File: config.mk
export PLATFORM = sky130hd
export DESIGN_NAME = mem_stage_lsu
export DESIGN_NICKNAME = d
export VERILOG_FILES = /design/src/rtl/mem_stage_lsu.sv
export SDC_FILE = /design/constraint.sdc
export NUM_CORES = 1
export LEC_CHECK = 0
export CORE_ASPECT_RATIO = 0.6
export CORE_MARGIN = 2
export CORE_UTILIZATION = 46
export CTS_CLUSTER_SIZE = 12
export DETAILED_ROUTE_END_ITERATION = 10
export PLACE_DENSITY = 0.81
export SLEW_MARGIN = 20
export SYNTH_ARGS = -nofsm -noshare
export SYNTH_HDL_FRONTEND = slang
export SYNTH_SLANG_ARGS = --single-unit
File: constraint.sdc
create_clock -name clk -period 2 [get_ports clk]
set_clock_uncertainty 0.15 [all_clocks]
set_input_delay 0.2 -clock clk [delete_from_list [all_inputs] [get_ports clk]]
set_output_delay 0.2 -clock clk [all_outputs]
set_load 0.1 [all_outputs]
File: src/rtl/mem_stage_lsu.sv
// mem_stage_lsu: MEM-stage load/store unit driving a single-outstanding, ack-based data bus
module mem_stage_lsu #(
   parameter int TIMEOUT_CYCLES = 64
) (
   input  logic        clk,
   input  logic        rstN,
   input  logic        memRead_In,
   input  logic        memWrite_In,
   input  logic [2:0]  funct3_In,
   input  logic [31:0] addr_In,
   input  logic [31:0] wdata_In,
   output logic        bus_req,
   output logic        bus_we,
   output logic [31:0] bus_addr,
   output logic [3:0]  bus_be,
   output logic [31:0] bus_wdata,
   input  logic [31:0] bus_rdata,
   input  logic        bus_ack,
   output logic [31:0] readD_Out,
   output logic        mem_ready_Out,
   output logic        stall_Out,
   output logic        err_Out
);
   localparam int CW = $clog2(TIMEOUT_CYCLES + 1);
   typedef enum logic [1:0] {IDLE, BUSY, DONE} state_t;
   state_t state, state_nx;
   logic [CW-1:0] cnt;
   logic [2:0] ld_f3;
   logic [1:0] ld_off;
   logic req, legal, fmt_ok, align_ok, timeout;
   logic [3:0] be_n;
   logic [31:0] wd_n, ld_data;
   logic [7:0] rd_byte;
   logic [15:0] rd_half;
   assign req      = memRead_In | memWrite_In;
   assign fmt_ok   = memRead_In ? (funct3_In[1:0] != 2'b11 && !(funct3_In[2] && funct3_In[1]))
                                : (!funct3_In[2] && funct3_In[1:0] != 2'b11);
   assign align_ok = funct3_In[1:0] == 2'b01 ? !addr_In[0] :
                     funct3_In[1:0] == 2'b10 ? addr_In[1:0] == 2'b00 : 1'b1;
   assign legal    = (memRead_In ^ memWrite_In) & fmt_ok & align_ok;
   assign timeout  = cnt == CW'(TIMEOUT_CYCLES - 1);
   assign stall_Out = (state == IDLE && legal) || state == BUSY;
   assign be_n = funct3_In[1:0] == 2'b00 ? 4'b0001 << addr_In[1:0] :
                 funct3_In[1:0] == 2'b01 ? 4'b0011 << addr_In[1:0] : 4'b1111;
   assign wd_n = funct3_In[1:0] == 2'b00 ? {4{wdata_In[7:0]}} :
                 funct3_In[1:0] == 2'b01 ? {2{wdata_In[15:0]}} : wdata_In;
   // load lane selection uses the offset/format captured at request time
   assign rd_byte = bus_rdata[{ld_off, 3'b000} +: 8];
   assign rd_half = bus_rdata[{ld_off[1], 4'b0000} +: 16];
   assign ld_data = ld_f3[1:0] == 2'b00 ? {{24{!ld_f3[2] & rd_byte[7]}}, rd_byte} :
                    ld_f3[1:0] == 2'b01 ? {{16{!ld_f3[2] & rd_half[15]}}, rd_half} : bus_rdata;
   always_comb begin
      state_nx = state;
      state_nx = state == IDLE ? (legal ? BUSY : IDLE) :
                 state == BUSY ? ((bus_ack || timeout) ? DONE : BUSY) : IDLE;
   end
   always_ff @(posedge clk or negedge rstN) begin
      if (!rstN) begin
         state         <= IDLE;
         cnt           <= '0;
         ld_f3         <= '0;
         ld_off        <= '0;
         bus_req       <= 1'b0;
         bus_we        <= 1'b0;
         bus_addr      <= '0;
         bus_be        <= '0;
         bus_wdata     <= '0;
         readD_Out     <= '0;
         mem_ready_Out <= 1'b0;
         err_Out       <= 1'b0;
      end else begin
         state         <= state_nx;
         cnt           <= state == BUSY ? cnt + CW'(1) : '0;
         mem_ready_Out <= 1'b0;
         err_Out       <= 1'b0;
         if (state == IDLE && req) begin
            if (legal) begin
               bus_req   <= 1'b1;
               bus_we    <= memWrite_In;
               bus_addr  <= {addr_In[31:2], 2'b00};
               bus_be    <= be_n;
               bus_wdata <= wd_n;
               ld_f3     <= funct3_In;
               ld_off    <= addr_In[1:0];
            end else begin
               err_Out       <= 1'b1;
               mem_ready_Out <= 1'b1;
               readD_Out     <= '0;
            end
         end
         // ack beats a simultaneous timeout expiry
         if (state == BUSY && (bus_ack || timeout)) begin
            bus_req       <= 1'b0;
            mem_ready_Out <= 1'b1;
            err_Out       <= !bus_ack;
            readD_Out     <= (bus_ack && !bus_we) ? ld_data : 32'd0;
         end
      end
   end
endmodule

==> qor.csv <==
stage,metric,value,unit
sta,rsz0062_at_grt,false,
synthesis,avgSynthCellArea,13.4,um^2
routing,postRouteWirelength,16000,um
routing,drtIter0Drc,193,
sta,holdWs,0.0671,ns
layout,final_util,68.7,%
setup_path,r2r_slack,0.09,ns
sta,period_minus_slack,1.91,ns
global_routing,use_met1,34.3,%
global_routing,grt_util_met2,35.0,%
clocking,tritoncts.num_buffers,17,
synthesis,synth_seq_cells,116,
clocking,insertion_delay,0.40,ns
die,die_w,151,um
sta,relSlewSlack,57.7,%
routing,drt_first_pass_iters,4,
power_and_ir_drop,p_int,7.47,mW
sta,hold_viol,0,
power_and_ir_drop,p_leak,4.27,nW
synthesis,ys_types,53,
power_and_ir_drop,ir_worst_vdd,1.63,mV
power_and_ir_drop,switchingPower,7.87,mW
setup_path,rr_worst_depth,5,
synthesis,synth_edf_count,0,
placement,dpl.hpwl,11500,um
setup_path,r2r_end,readD_Out[5],
clocking,cts_buffer_depth,2,
setup_path,setup.worst_path.start_class,flop,
synthesis,synthesis.area,5960,um^2
power_and_ir_drop,seq_power_share,23.5,%
global_routing,grt-ovfl-total,0,
flow_run,drv_cap,0,
worst_hold_path,hold_class,input port to flop,
global_routing,grt_pass1_wl,25200,um
sta,worstMarginPinSlew,0.635,ns
synthesis,yosys_warnings,0,
power_and_ir_drop,powerDensity,1750,nW/um^2
clocking,clk_pin_slew,0.06,ns
clocking,clockRootBuffer,clkbuf_16,
routing,vias_per_cell,5.21,
power_and_ir_drop,netSwitchingFraction,51.3,%
sta,max_freq,524,MHz
clocking,cts_tree,done,
sta,period_share,95.3,%
sta,setup_viol,0,
global_routing,antenna_found_initial,1,
synthesis,ys_seq_area_share,48.7,%
die,start_util,46.8,%
clocking,clock-sinks,116,
die,die_area,13900,um^2
synthesis,netlist_instances,444,
routing,ant_nets,0,
layout,final_nets,792,
routing,drt-wirelength-per-cell,18.5,um
die,ios,209,
routing,drcViolationCount,0,
setup_path,crit_fanout,7,
synthesis,async_reset_ff_share,100,%
placement,dp_slack,-0.412,ns
placement,io_buffers,206,
power_and_ir_drop,pwr-share-clk,20.6,%
global_routing,grt_pass1_vias,4697,
placement,gp_congestion,0.831,
sta,slew_violations,0,
sta,fin_setup_tns,0,ns
worst_hold_path,hold_end,ld_off[1],
clocking,cts_max_level,4,
global_routing,grtUsageTotal,23.6,%
sta,finalWorstSetupSlack,0.0934,ns
power_and_ir_drop,power_frac_comb,55.9,%
die,core,12700,um^2
layout,drive_gt1_share,41.3,%
synthesis,ys.flop_type,dfrtp_1,
routing,via_count,4508,
setup_path,rr_startpoint,state[0],
setup_path,path_class,flop to flop,
worst_hold_path,min-delay-start,addr_In[1],
outcome,status,finished clean,
layout,diodes,0,
worst_hold_path,min_path_cells,4,
setup_path,cp_data_required_time,2.18,ns
setup_path,arrival,2.09,ns
layout,area_growth_syn_to_layout,46.6,%
setup_path,critPathCaptureType,flop,
global_routing,grt_max_degree,117,
global_routing,grtUsageMet3,5.52,%
die,rows,32,
global_routing,grt_most_used_layer,met2,
power_and_ir_drop,finalPower,15.3,mW
die,die_h,92.2,um
==> routing by layer <==
| layer | wire, um | vias to the layer above |
|---|---|---|
| met5 | 13 | - |
| met3 | 1020 | 21 |
| li1 | - | 2093 |
| met1 | 7480 | 2200 |
| met4 | 202 | 2 |
| met2 | 7290 | 192 |
==> sequential cells by signal (all words and copies together) (netlist names) <==
signal	cells
bus_wdata	32
cnt	7
bus_addr	30
mem_ready_Out	1
bus_be	4
ld_off	2
bus_req	1
err_Out	1
bus_we	1
readD_Out	32
ld_f3	3
state	2
==> worst max-delay path, stage by stage, from the launching register on <==
cell,delay [ns]
dfrtp_1,0.48
and2b_1,0.24
nand3b_2,0.26
buf_4,0.27
a221o_1,0.30
o2bb2ai_1,0.14
==> Yosys cell counts, types with 2 or more instances <==
| cell | instances | area share [%] |
|---|---|---|
| dfrtp_1 | 116 | 49 |
| mux2_4 | 66 | 17 |
| a22o_1 | 24 | 3.5 |
| nand2b_1 | 21 | 2.2 |
| mux2_2 | 18 | 3.4 |
| inv_1 | 17 | 1.1 |
| mux2i_1 | 14 | 2.3 |
| nand2_1 | 14 | 0.88 |
| nor2_1 | 12 | 0.76 |
| o21ai_0 | 12 | 1.0 |
| o22ai_1 | 12 | 1.3 |
| clkbuf_1 | 10 | 0.63 |
| nor3_1 | 10 | 0.84 |
| buf_12 | 7 | 2.3 |
| a21oi_1 | 6 | 0.50 |
| a221o_1 | 6 | 1.0 |
| a2bb2oi_1 | 6 | 0.88 |
| ha_1 | 6 | 1.3 |
| mux4_2 | 6 | 2.3 |
| o2bb2ai_1 | 6 | 0.88 |
| buf_2 | 5 | 0.42 |
| nand3_1 | 5 | 0.42 |
| buf_6 | 4 | 0.76 |
| mux2_1 | 3 | 0.57 |
| o22a_1 | 3 | 0.44 |
| a21oi_2 | 2 | 0.29 |
| a32o_1 | 2 | 0.34 |
| buf_1 | 2 | 0.13 |
| buf_4 | 2 | 0.25 |
| inv_2 | 2 | 0.13 |
| nor2b_1 | 2 | 0.21 |
| xor2_1 | 2 | 0.29 |
==> area by class of cell <==
type	instances	area, um^2
Clock buffer	18	429
Clock inverter	14	185
Fill cell	903	3990
Inverter	20	75.1
Multi-Input combinational cell	278	2740
Sequential cell	116	2900
Tap cell	170	213
Timing Repair Buffer	249	2190
==> metrics by stage <==
step,std cells,cell area [um^2]
2_1_floorplan,445,5970
4_1_cts,865,8720
6_report,865,8740
3_5_place_dp,831,8070
3_3_place_gp,831,8070
5_1_grt,865,8740
==> cells by family (layout without fill, tap and decap cells) <==
family	count (synthesis)	after routing	share of synthesized area, %
adders and majority gates	6	6	1.26
other	1	2	0.0629
xor gates and xnor gates	3	3	0.441
AOI/OAI and AO/OA	86	86	11.6
DFF	116	116	48.7
muxes	107	107	25.2
and+or+nand+nor	74	74	6.73
buffers and inverters	51	301	6.04
==> cell usage in the layout, fill, tap and decap left out, types with 6 or more instances in the layout <==
master / n
a221o_1: 6
a22o_1: 24
a2bb2oi_1: 6
buf_4: 141
clkbuf_16: 17
clkdlybuf4s50_1: 97
dfrtp_1: 115
inv_1: 14
mux2_2: 18
mux2_4: 66
mux2i_1: 14
mux4_2: 6
nand2_1: 14
nand2b_1: 21
nor2_1: 12
nor3_1: 10
o21ai_0: 12
o22ai_1: 12
o2bb2ai_1: 6
==> repair_timing <==
item	4_1_cts	5_1_grt
endpoints found under the setup margin	35	63
pin swaps	1	1
gates resized for setup	6	7
hold buffers	1	0
hold endpoints to repair	116	0
setup buffers	1	0
==> worst max-delay path by stage <==
stage	start	to	slack, ns
after global placement	addr_In[0]	bus_addr[31]	-0.34
after global routing	cnt[0]	readD_Out[8]	0.02
final	state[0]	readD_Out[5]	0.09
after detailed placement	addr_In[0]	bus_addr[31]	-0.41
after CTS	addr_In[1]	stall_Out	-0.04
after floorplan	addr_In[1]	stall_Out	0.02
==> power by group through the flow <==
stage | Clock [mW] | Sequential, mW | Combinational, mW
CTS | 3.22 | 3.59 | 8.59
detailed placement | 0 | 3.58 | 8.57
global route | 3.34 | 3.67 | 8.81
floorplan | 0 | 8.23 | 1.92
global placement | 0 | 3.57 | 8.47
finish | 3.16 | 3.60 | 8.58
Note: power is estimated with default switching activity, not from simulation.
==> edit: new RTL, same flow settings <==
`TIMEOUT_CYCLES`: 64 -> 32.
--- a/src/rtl/mem_stage_lsu.sv
+++ b/src/rtl/mem_stage_lsu.sv
@@ -1,6 +1,6 @@
 // mem_stage_lsu: MEM-stage load/store unit driving a single-outstanding, ack-based data bus
 module mem_stage_lsu #(
-   parameter int TIMEOUT_CYCLES = 64
+   parameter int TIMEOUT_CYCLES = 32
 ) (
    input  logic        clk,
    input  logic        rstN,
Check against the original RTL: no difference found for any inputs over 4 cycles, from zero or initial values and one cycle with rstN low; that may be too few to reach the edited logic, so the function may still have changed.
==> edit against the original RTL <==
Final area fell by 1.3%. Worst hold slack improved by 0.083 ns. Sequential cell count fell by 1. Setup slack got worse by 0.019 ns. Routed wire length is 1.8% higher. Area after synthesis decreased by 4.4%. Power down 3.0%. Critical path type unchanged.
==> edit: results (changes against the original RTL) <==
Detailed routing
  – Max Used Layer: met4
  – Iteration-0 DRC count of the detailed router: 384 (+99%)
  – First-pass iteration count of the detailed router: 5 (+1)
  – DRT met1 WL: 7390 um (-1.2%)
  – Detail Route met3 WL: 1340 um (+31%)
  – Routed wl met2: 7410 um (+1.6%)
  – Avg Vias per Cell: 5.32 (+2.1%)

Finish
  – Layout cell share with drive strength beyond 1: 35.7% (-5.6 points)
  – Final core utilization: 71.6% (+2.9 points)

Critical path
  – Slowest stage delay, CP: 0.38 ns (-0.10 ns)
  – Reg2reg setup slack: 0.07 ns (-0.02 ns)
  – CP delay by family, top: compound AO/OA/AOI/OAI gates

Global route
  – First-pass GRT wire length: 25700 um (+2.2%)
  – Number of global-route vias before repair: 4733 (+0.77%)
  – Initial antenna violation count: 0 (-1)
  – Met1 Use GR: 35.6% (+1.3 points)
  – GRT Overall Usage: 25.0% (+1.4 points)
  – Met2 Resource Use GR: 37.7% (+2.8 points)
  – Met3 GRT Util: 6.95% (+1.4 points)

Synth
  – Post-synthesis xor/xnor area fraction: 0.615% (+0.17 points)
  – Mux contribution to synthesized area: 23.3% (-1.9 points)
  – Synth Area in Compound Gates: 12.4% (+0.83 points)
  – Synth Area in Adders: 1.32% (+0.059 points)
  – Seq/Total Area, Yosys: 50.5% (+1.8 points)
  – Leading post-synthesis cells by cell area: dfrtp_1 (50%), mux2_4 (9.7%), mux2_1 (5.3%)
  – Netlist cell types: 50 (-5.7%)
  – Post-synth top cells: dfrtp_1 (115), mux2_4 (37), mux2_1 (27)

Hold path
  – Worst min-delay path class: input port to async pin

Power and ir drop
  – Comb power frac: 55.5% (-0.4 points)
  – VDD IR-drop max: 0.00159 V (-2.9%)
  – Pleak: 4.08 nW (-4.5%)
  – Pint: 7.02 mW (-6.1%)

Placement
  – Dpl hpwl: 12200 um (+6.3%)

Run status
  – Status: complete, no violations

Timing
  – Slew @ Worst Pin: 0.617 ns (-0.0173 ns)
[edit: changes by cell type in the layout (fill, tap and decap cells not counted), moves of 5 or more]
cell | unedited run | this run
a31oi_1 | 0 | 7
mux2_2 | 18 | 10
clkinv_2 | 5 | 0
mux2_1 | 3 | 27
o2bb2ai_1 | 6 | 24
a2bb2oi_1 | 6 | 0
mux2_4 | 66 | 37
nor2b_1 | 1 | 24
a21oi_1 | 5 | 17
a22o_1 | 24 | 8
mux2i_1 | 14 | 20
inv_6 | 1 | 7
nand2b_1 | 21 | 4
[edit: cell type report]
cell class / instances / area share [%]
Multi-Input combinational cell: 286 / 30.4
Clock buffer: 18 / 4.97
Clock inverter: 14 / 1.91
Inverter: 17 / 0.739
Sequential cell: 115 / 33.3
Tap cell: 165 / 2.39
Timing Repair Buffer: 256 / 26.3
[edit: path summary, 6_finish.rpt]
| kind | from | endpoint | depth (start not counted) |
|---|---|---|---|
| worst min register to register | readD_Out[25] | readD_Out[25] | 1 |
| min in group clk | memRead_In | err_Out | 5 |
| worst max-delay path | cnt[0] | mem_ready_Out | 7 |
| worst min-delay path | rstN | readD_Out[6] | 2 |
| worst max register to register | cnt[0] | mem_ready_Out | 7 |
| max in group asynchronous | rstN | bus_wdata[12] | 3 |
[edit: per-stage QoR]
stage	cells	hold WS [ns]	setup slack [ns]	setup TNS, ns
finish	871	0.150	0.0745	0
global route	871	0.198	-0.0131	-0.0294
CTS	868	0.148	0.0129	0
detailed placement	835	0.0404	-0.353	-29.29
global placement	835	0.0357	-0.342	-28.72
floorplan	450	-0.246	0.0439	0
[edit: what timing repair did]
action / in CTS / in global routing
endpoints found under the hold margin: 66 / 1
gates resized for setup: 4 / 9
buffers inserted: 1 / 2
pin swaps: 1 / 2
gates cloned: 0 / 0
setup endpoints to repair: 1 / 26
hold buffers: 1 / 1
